**src/rtl/id_hazard_ctrl.sv**
```systemverilog
// id_hazard_ctrl: decode-stage hazard controller for a 4-stage
// (ID, EX, MEM, WB) delayed-branch pipeline.
//
// A 3-entry shadow scoreboard mirrors the EX, MEM and WB stages. From it the
// block derives the decode stall, the ID/EX bubble, and the forwarding select
// for the branch zero-compare operand (aluselectA).
//
// Optional feature macro: ID_HAZARD_STALL_COUNT_EN
//   defined   -> stall_cycles counts clock edges with stall=1 (wraps at 2^32)
//   undefined -> counter not built, stall_cycles tied to 0
module id_hazard_ctrl #(
  parameter int REGW = 5
) (
  input  logic            clk,
  input  logic            rst_n,
  input  logic            id_valid,
  input  logic [REGW-1:0] id_rs1,
  input  logic [REGW-1:0] id_rs2,
  input  logic            id_uses_rs1,
  input  logic            id_uses_rs2,
  input  logic            id_branch,
  input  logic [REGW-1:0] id_destreg,
  input  logic            id_regwrite,
  input  logic            id_mem2reg,
  output logic            stall,
  output logic            ex_bubble,
  output logic [1:0]      aluselectA,
  output logic [31:0]     stall_cycles
);

  typedef struct packed {
    logic            v;
    logic [REGW-1:0] dest;
    logic            wr;
    logic            ld;
  } entry_t;

  localparam entry_t EMPTY_ENTRY = '{v: 1'b0, dest: {REGW{1'b0}}, wr: 1'b0, ld: 1'b0};

  entry_t ex_r;
  entry_t mem_r;
  entry_t wb_r;

  logic       br_stall_s;
  logic       lu_stall_s;
  logic       stall_s;
  logic [1:0] br_sel_s;

  // True when the entry will write register r; r0 never counts as a writer.
  function automatic logic is_writer(input entry_t e, input logic [REGW-1:0] r);
    return e.v & e.wr & (e.dest == r) & (r != {REGW{1'b0}});
  endfunction

  // Branch operand resolution: nearest stage wins, loads not yet in WB stall.
  always_comb begin
    br_stall_s = 1'b0;
    br_sel_s   = 2'd0;
    if (id_valid && id_branch && id_uses_rs1) begin
      if (is_writer(ex_r, id_rs1)) begin
        br_stall_s = 1'b1;
      end else if (is_writer(mem_r, id_rs1) && mem_r.ld) begin
        br_stall_s = 1'b1;
      end else if (is_writer(mem_r, id_rs1)) begin
        br_sel_s = 2'd1;
      end else if (is_writer(wb_r, id_rs1)) begin
        br_sel_s = 2'd2;
      end else begin
        br_sel_s = 2'd0;
      end
    end else begin
      br_stall_s = 1'b0;
      br_sel_s   = 2'd0;
    end
  end

  // Load-use detection against the load currently in EX (rs1==rs2 is one hazard).
  always_comb begin
    lu_stall_s = 1'b0;
    if (id_valid && ex_r.ld &&
        ((id_uses_rs1 && is_writer(ex_r, id_rs1)) ||
         (id_uses_rs2 && is_writer(ex_r, id_rs2)))) begin
      lu_stall_s = 1'b1;
    end else begin
      lu_stall_s = 1'b0;
    end
  end

  // Combine hazards; the forward select is forced to 0 while stalling.
  always_comb begin
    stall_s    = br_stall_s | lu_stall_s;
    stall      = stall_s;
    ex_bubble  = stall_s;
    aluselectA = 2'd0;
    if (stall_s) begin
      aluselectA = 2'd0;
    end else begin
      aluselectA = br_sel_s;
    end
  end

  // Shadow scoreboard shift: a stalled ID instruction enters EX as a bubble.
  always_ff @(posedge clk or negedge rst_n) begin
    if (!rst_n) begin
      ex_r  <= EMPTY_ENTRY;
      mem_r <= EMPTY_ENTRY;
      wb_r  <= EMPTY_ENTRY;
    end else begin
      wb_r    <= mem_r;
      mem_r   <= ex_r;
      ex_r.v    <= id_valid & ~stall_s;
      ex_r.dest <= id_destreg;
      ex_r.wr   <= id_regwrite;
      ex_r.ld   <= id_mem2reg;
    end
  end

`ifdef ID_HAZARD_STALL_COUNT_EN
  logic [31:0] stall_cnt_r;

  // Free-running stall-cycle counter, wraps naturally at 2^32.
  always_ff @(posedge clk or negedge rst_n) begin
    if (!rst_n) begin
      stall_cnt_r <= 32'd0;
    end else if (stall_s) begin
      stall_cnt_r <= stall_cnt_r + 32'd1;
    end else begin
      stall_cnt_r <= stall_cnt_r;
    end
  end

  assign stall_cycles = stall_cnt_r;
`else
  assign stall_cycles = 32'd0;
`endif

endmodule

```
**config.mk**
```make
export PLATFORM = sky130hd
export DESIGN_NAME = id_hazard_ctrl
export DESIGN_NICKNAME = d
export VERILOG_FILES = /design/src/rtl/id_hazard_ctrl.sv
export SDC_FILE = /design/constraint.sdc
export NUM_CORES = 1
export LEC_CHECK = 0
export BUFFER_PORTS_ARGS = -buffer_cell sky130_fd_sc_hd__buf_4
export CORE_ASPECT_RATIO = 0.7
export CORE_MARGIN = 8
export CORE_UTILIZATION = 45
export CTS_CLUSTER_SIZE = 14
export DETAILED_ROUTE_END_ITERATION = 12
export GPL_ROUTABILITY_DRIVEN = 0
export PLACE_DENSITY = 0.88
export SYNTH_ARGS = -nofsm -noshare
export SYNTH_HDL_FRONTEND = slang
export SYNTH_SLANG_ARGS = --single-unit
```
**constraint.sdc**
```tcl
create_clock -name clk -period 1.7 [get_ports clk]
set_clock_uncertainty 0.05 [all_clocks]
set_input_delay 0.085 -clock clk [delete_from_list [all_inputs] [get_ports clk]]
set_output_delay 0.085 -clock clk [all_outputs]
set_load 0.01 [all_outputs]
```
# --- After elaboration in Yosys (flattened, before gate mapping) ---
# Index checks and enable logic that the tools add are counted.
op_classes:
  bitwise: 14
  mux: 10
  n_eq_ne: 4
  n_reduce_logical: 10
ops:
  columns: ["op", "n"]
  rows:
  - ["5-bit equality test", 4]
  - ["1-bit AND", 12]
  - ["2-bit 2-to-1 mux", 6]
  - ["5-bit nonzero test", 2]
  - ["1-bit logical AND", 7]
  - ["1-bit 2-to-1 mux", 4]
  - ["1-bit logical OR", 1]
  - ["1-bit inverter", 1]
  - ["1-bit OR", 1]
totals:
  in_bits: 23
  wordCells: 49
  out_inout_bits: 36
  reg_bits: 23

# --- Depth between registers and ports, before layout ---
depth:
  depth_word: 10
  mapped_depth: 5

# --- Worst setup path after synthesis ---
# Ideal clock, no wire load.
synth_path:
  path_type: "register to output"
  start: "register ex_r[6] (netlist bit)"
  end: "output stall"
  t_arrival_ns: 1.508
  setup_slack_ns: 0.057
  stages_incl_launch_ff: 6
  t_required_ns: 1.565
  path_buffers: 1
  path_cell_list: "dfrtp_1 xor2_1 or4_4 nor4_2 a211o_1 buf_4"
synth_via:
  elab_chain_cells: 8
  word_cells_on_any_way: 14
  cone_classes: "eq/ne: 2; mux: 3; bitwise: 5; reduce/logical: 4"
synth_lines:
  columns: ["element", "line", "text"]
  rows:
  - ["start, declared", "40", "entry_t ex_r;"]
  - ["5-bit equality test", "51", "return e.v & e.wr & (e.dest == r) & (r != {REGW{1'b0}});"]
  - ["1-bit AND (2 in a row)", "51", null]
  - ["1-bit logical AND (on tied branches)", "80, 81", null]
  - ["1-bit logical OR", "80", "((id_uses_rs1 && is_writer(ex_r, id_rs1)) ||"]
  - ["1-bit logical AND", "79", "if (id_valid && ex_r.ld &&"]
  - ["1-bit 2-to-1 mux", "79", null]
  - ["1-bit OR *", "90", "stall_s = br_stall_s | lu_stall_s;"]
  - ["end, declared", "25", "output logic stall,"]
# Mark *: on every way between the ends. The rest lies on a longest branch, timed or not.

# --- Worst setup path after layout ---
# Ends and elaborated chain as after synthesis.

==> impl_metrics.csv <==
group,metric,value,unit
placed_design,port_buffers,26,
sta,rsz0062_at_grt,"true",
sta,tightestPinTransition,0.569,ns
sta,finalHoldViolCount,0,
die,die-area,4560,sq um
die,core,2480,sq um
outcome,outcome,"finished with violations",
worst_setup_path,end_kind,"output port",
logic_synthesis,yosys-top-cells-area,"dfrtp_1 49%, buf_4 21%, xnor2_1 8.9%, xor2_1 5.2%, nand4_1 1.6%",
cells_and_area,drive_above_1_share,0.264,
hold_path,min_path_type,"in2reg",
cts,cts.htree.levels,1,
sta,fin_tns_setup,-0.926,ns
worst_setup_path,critPathTopFamily,"simple AND/OR/NAND/NOR gates",
cells_and_area,fill_cells,202,
cts,cts_root_buf,"clkbuf_8",
worst_setup_path,worst_setup_path_start_kind,"register",
route,wire_per_inst,13.5,um
global_routing,grt_max_degree,24,
sta,setup_slack,-0.232,ns
global_routing,grt_first_pass_wirelength,4080,um
route,route.detailed.drc,0,
job,max-cap-violations,0,
die,ios,59,
route,first_pass_iters,4,
logic_synthesis,yosysTopAreaCellShare,0.486,
global_routing,grt_pass1_vias,943,
sta,clock.fmax,518,MHz
cells_and_area,area_growth,24.0,%
worst_setup_path,cp_slowest_stage_delay,0.55,ns
cts,clk_pin_slew,0.08,ns
sta,post-route-min-period,1.93,ns
outcome,violations,"setup timing",
cts,cts_tree,"built",
power,vdd_ir_drop_max,412,uV
global_routing,grt_usage,0.110,
logic_synthesis,synth_cells,105,
route,ant_nets,0,
global_routing,grt_overflow,0,
worst_setup_path,crit_arrival,1.80,ns
worst_setup_path,slowest_stage,"or4_4",
global_routing,antenna_found_initial,0,
route,vias_per_cell,4.47,
cts,insertion_delay,0.25,ns
cts,cts_buffer_depth,2,
power,power.density,753,nW/um^2
logic_synthesis,ys_ff_latch,23,
logic_synthesis,ys_types,25,
sta,min_period_over_period,1.14,
power,p_total,1.11,mW
logic_synthesis,netlist_area,1180,sq um
cells_and_area,diodes,0,
worst_setup_path,path_cells,"xor2_1, or4_4, nor4_4, a211o_1, buf_4",
route,dr_total_vias,796,
cts,cts-buffers-inserted,3,
placed_design,dp_hpwl,2020,um
sta,setup_violations,5,
sta,finalMaxSlewViolations,0,
cells_and_area,layout.nets,168,
die,row_count,15,
logic_synthesis,syn_avg_cell_area,11.3,sq um
route,wirelength,2400,um
die,fp.dieH,58.9,um
worst_setup_path,worst-path-buf-inv,1,
worst_setup_path,path_class,"reg2out",
power,p_leak,0.687,nW
die,fp.dieW,77.3,um
placed_design,place_ws,-0.0579,ns
cts,cts.sinks,23,
worst_setup_path,cp_max_fo,3,
logic_synthesis,ys_seq_area_frac,0.486,
die,initial_core_util,0.478,
logic_synthesis,yosys.area.top_type,"dfrtp_1",
sta,slew_headroom,0.616,
cells_and_area,finish.utilization,0.593,
route,drtIter0Drc,8,
worst_setup_path,crit_required,1.56,ns
logic_synthesis,yosys_warnings,0,
## synth_stat cells
master	count
nor2_1	3
inv_1	1
a2111oi_2	1
a21oi_1	1
o21ai_0	1
nor4_1	2
nand4_1	3
nor4_2	1
or4_4	1
nand2_1	3
nor3_1	1
and2_1	1
nand3_1	3
buf_4	33
o31ai_2	1
xor2_1	7
a211oi_1	1
a21o_1	1
nor4b_1	1
conb_1	1
xnor2_1	12
a211o_1	1
dfrtp_1	23
o21ai_1	1
o41ai_1	1
## state kept, by name, summed over array words and instances (netlist names)
signal	flops
ex_r	8
mem_r	8
wb_r	7
## worst paths after layout
kind	slack, ns	from	depth (start not counted)	endpoint
min in group asynchronous	0.19	rst_n	2	ex_r[4]
worst min-delay path	0.02	id_valid	3	ex_r[7]
worst min register to register	0.33	ex_r[7]	0	mem_r[7]
max in group asynchronous	1.19	rst_n	2	mem_r[6]
worst max-delay path	-0.23	ex_r[6]	5	stall
worst max register to register	-0.07	ex_r[6]	6	ex_r[7]
## through the flow
| step | area, sq um | hold WS [ns] | cells |
|---|---|---|---|
| final | 1470 | 0.0243 | 178 |
| after global routing | 1470 | 0.0295 | 178 |
| after CTS | 1460 | 0.0291 | 177 |
| after detailed placement | 1290 | -0.0598 | 163 |
| after global placement | 1290 | -0.0678 | 163 |
| after floorplan | 1300 | -0.261 | 136 |
## where the power goes
group	internal [mW]	total, mW	switching, mW	leakage [nW]
clock network	0.163	0.329	0.166	0.0255
logic	0.0832	0.183	0.100	0.394
registers	0.575	0.593	0.0184	0.268
## kinds of logic after synthesis
kind of cell / synth area share
buffers and inverters: 0.212
AND/OR/NAND/NOR: 0.0950
flip-flops: 0.486
XOR/XNOR: 0.140
AO/OA/AOI/OAI: 0.0633
other: 0.00316
## routing by layer
metal  up-vias  routed length (um)  track usage
met1       374                 949        0.108
met2        55                1090        0.182
li1        363                   -            -
met3         4                 336       0.0745
met5         -                   0            0
met4         0                  20       0.0401
## area by class of cell
class / instances / area, sq um / share of cell area
clock buffer: 3 / 41.3 / 0.0281
clock inverter: 1 / 5.00 / 0.00341
sequential: 23 / 576 / 0.392
multi-input combinational: 79 / 499 / 0.340
tap: 34 / 42.5 / 0.0290
timing repair buffer: 37 / 302 / 0.205
inverter: 1 / 3.75 / 0.00256
## cell usage in the layout (no fill, tap or decap)
master / instances
conb_1: 32
a21o_1: 1
a211o_1: 1
clkinv_2: 1
and2_1: 1
or4_4: 1
nand2_1: 3
buf_6: 1
nand3_1: 3
o21ai_2: 1
nor2_1: 3
o31ai_2: 1
nor4_1: 2
clkbuf_8: 3
nand4_1: 3
nor4_4: 1
o21ai_0: 1
a21oi_1: 1
a2111oi_4: 1
inv_1: 1
a211oi_1: 1
xor2_1: 7
o41ai_1: 1
nor4b_1: 1
dfrtp_1: 23
nor3_1: 1
dlygate4sd3_1: 8
xnor2_1: 12
buf_4: 28
## worst register-to-register path: cells and delay by family, from the launching register on
kind	cells	cell delay [ns]
simple gates	1	0.55
compound gates	2	0.22
flops	1	0.41
buf+inv	2	0.26
xor+xnor	1	0.15
## timing repair
| action | 4_1_cts | 5_1_grt |
|---|---|---|
| buffers inserted | 2 | 1 |
| hold buffers | 8 | 0 |
| setup endpoints to repair | 4 | 5 |
| cloned | 0 | 0 |
| pin swaps | 2 | 1 |
| resized for setup | 3 | 1 |
| endpoints found under the hold margin | 30 | 0 |
Note: power is estimated with default switching activity, not from simulation.
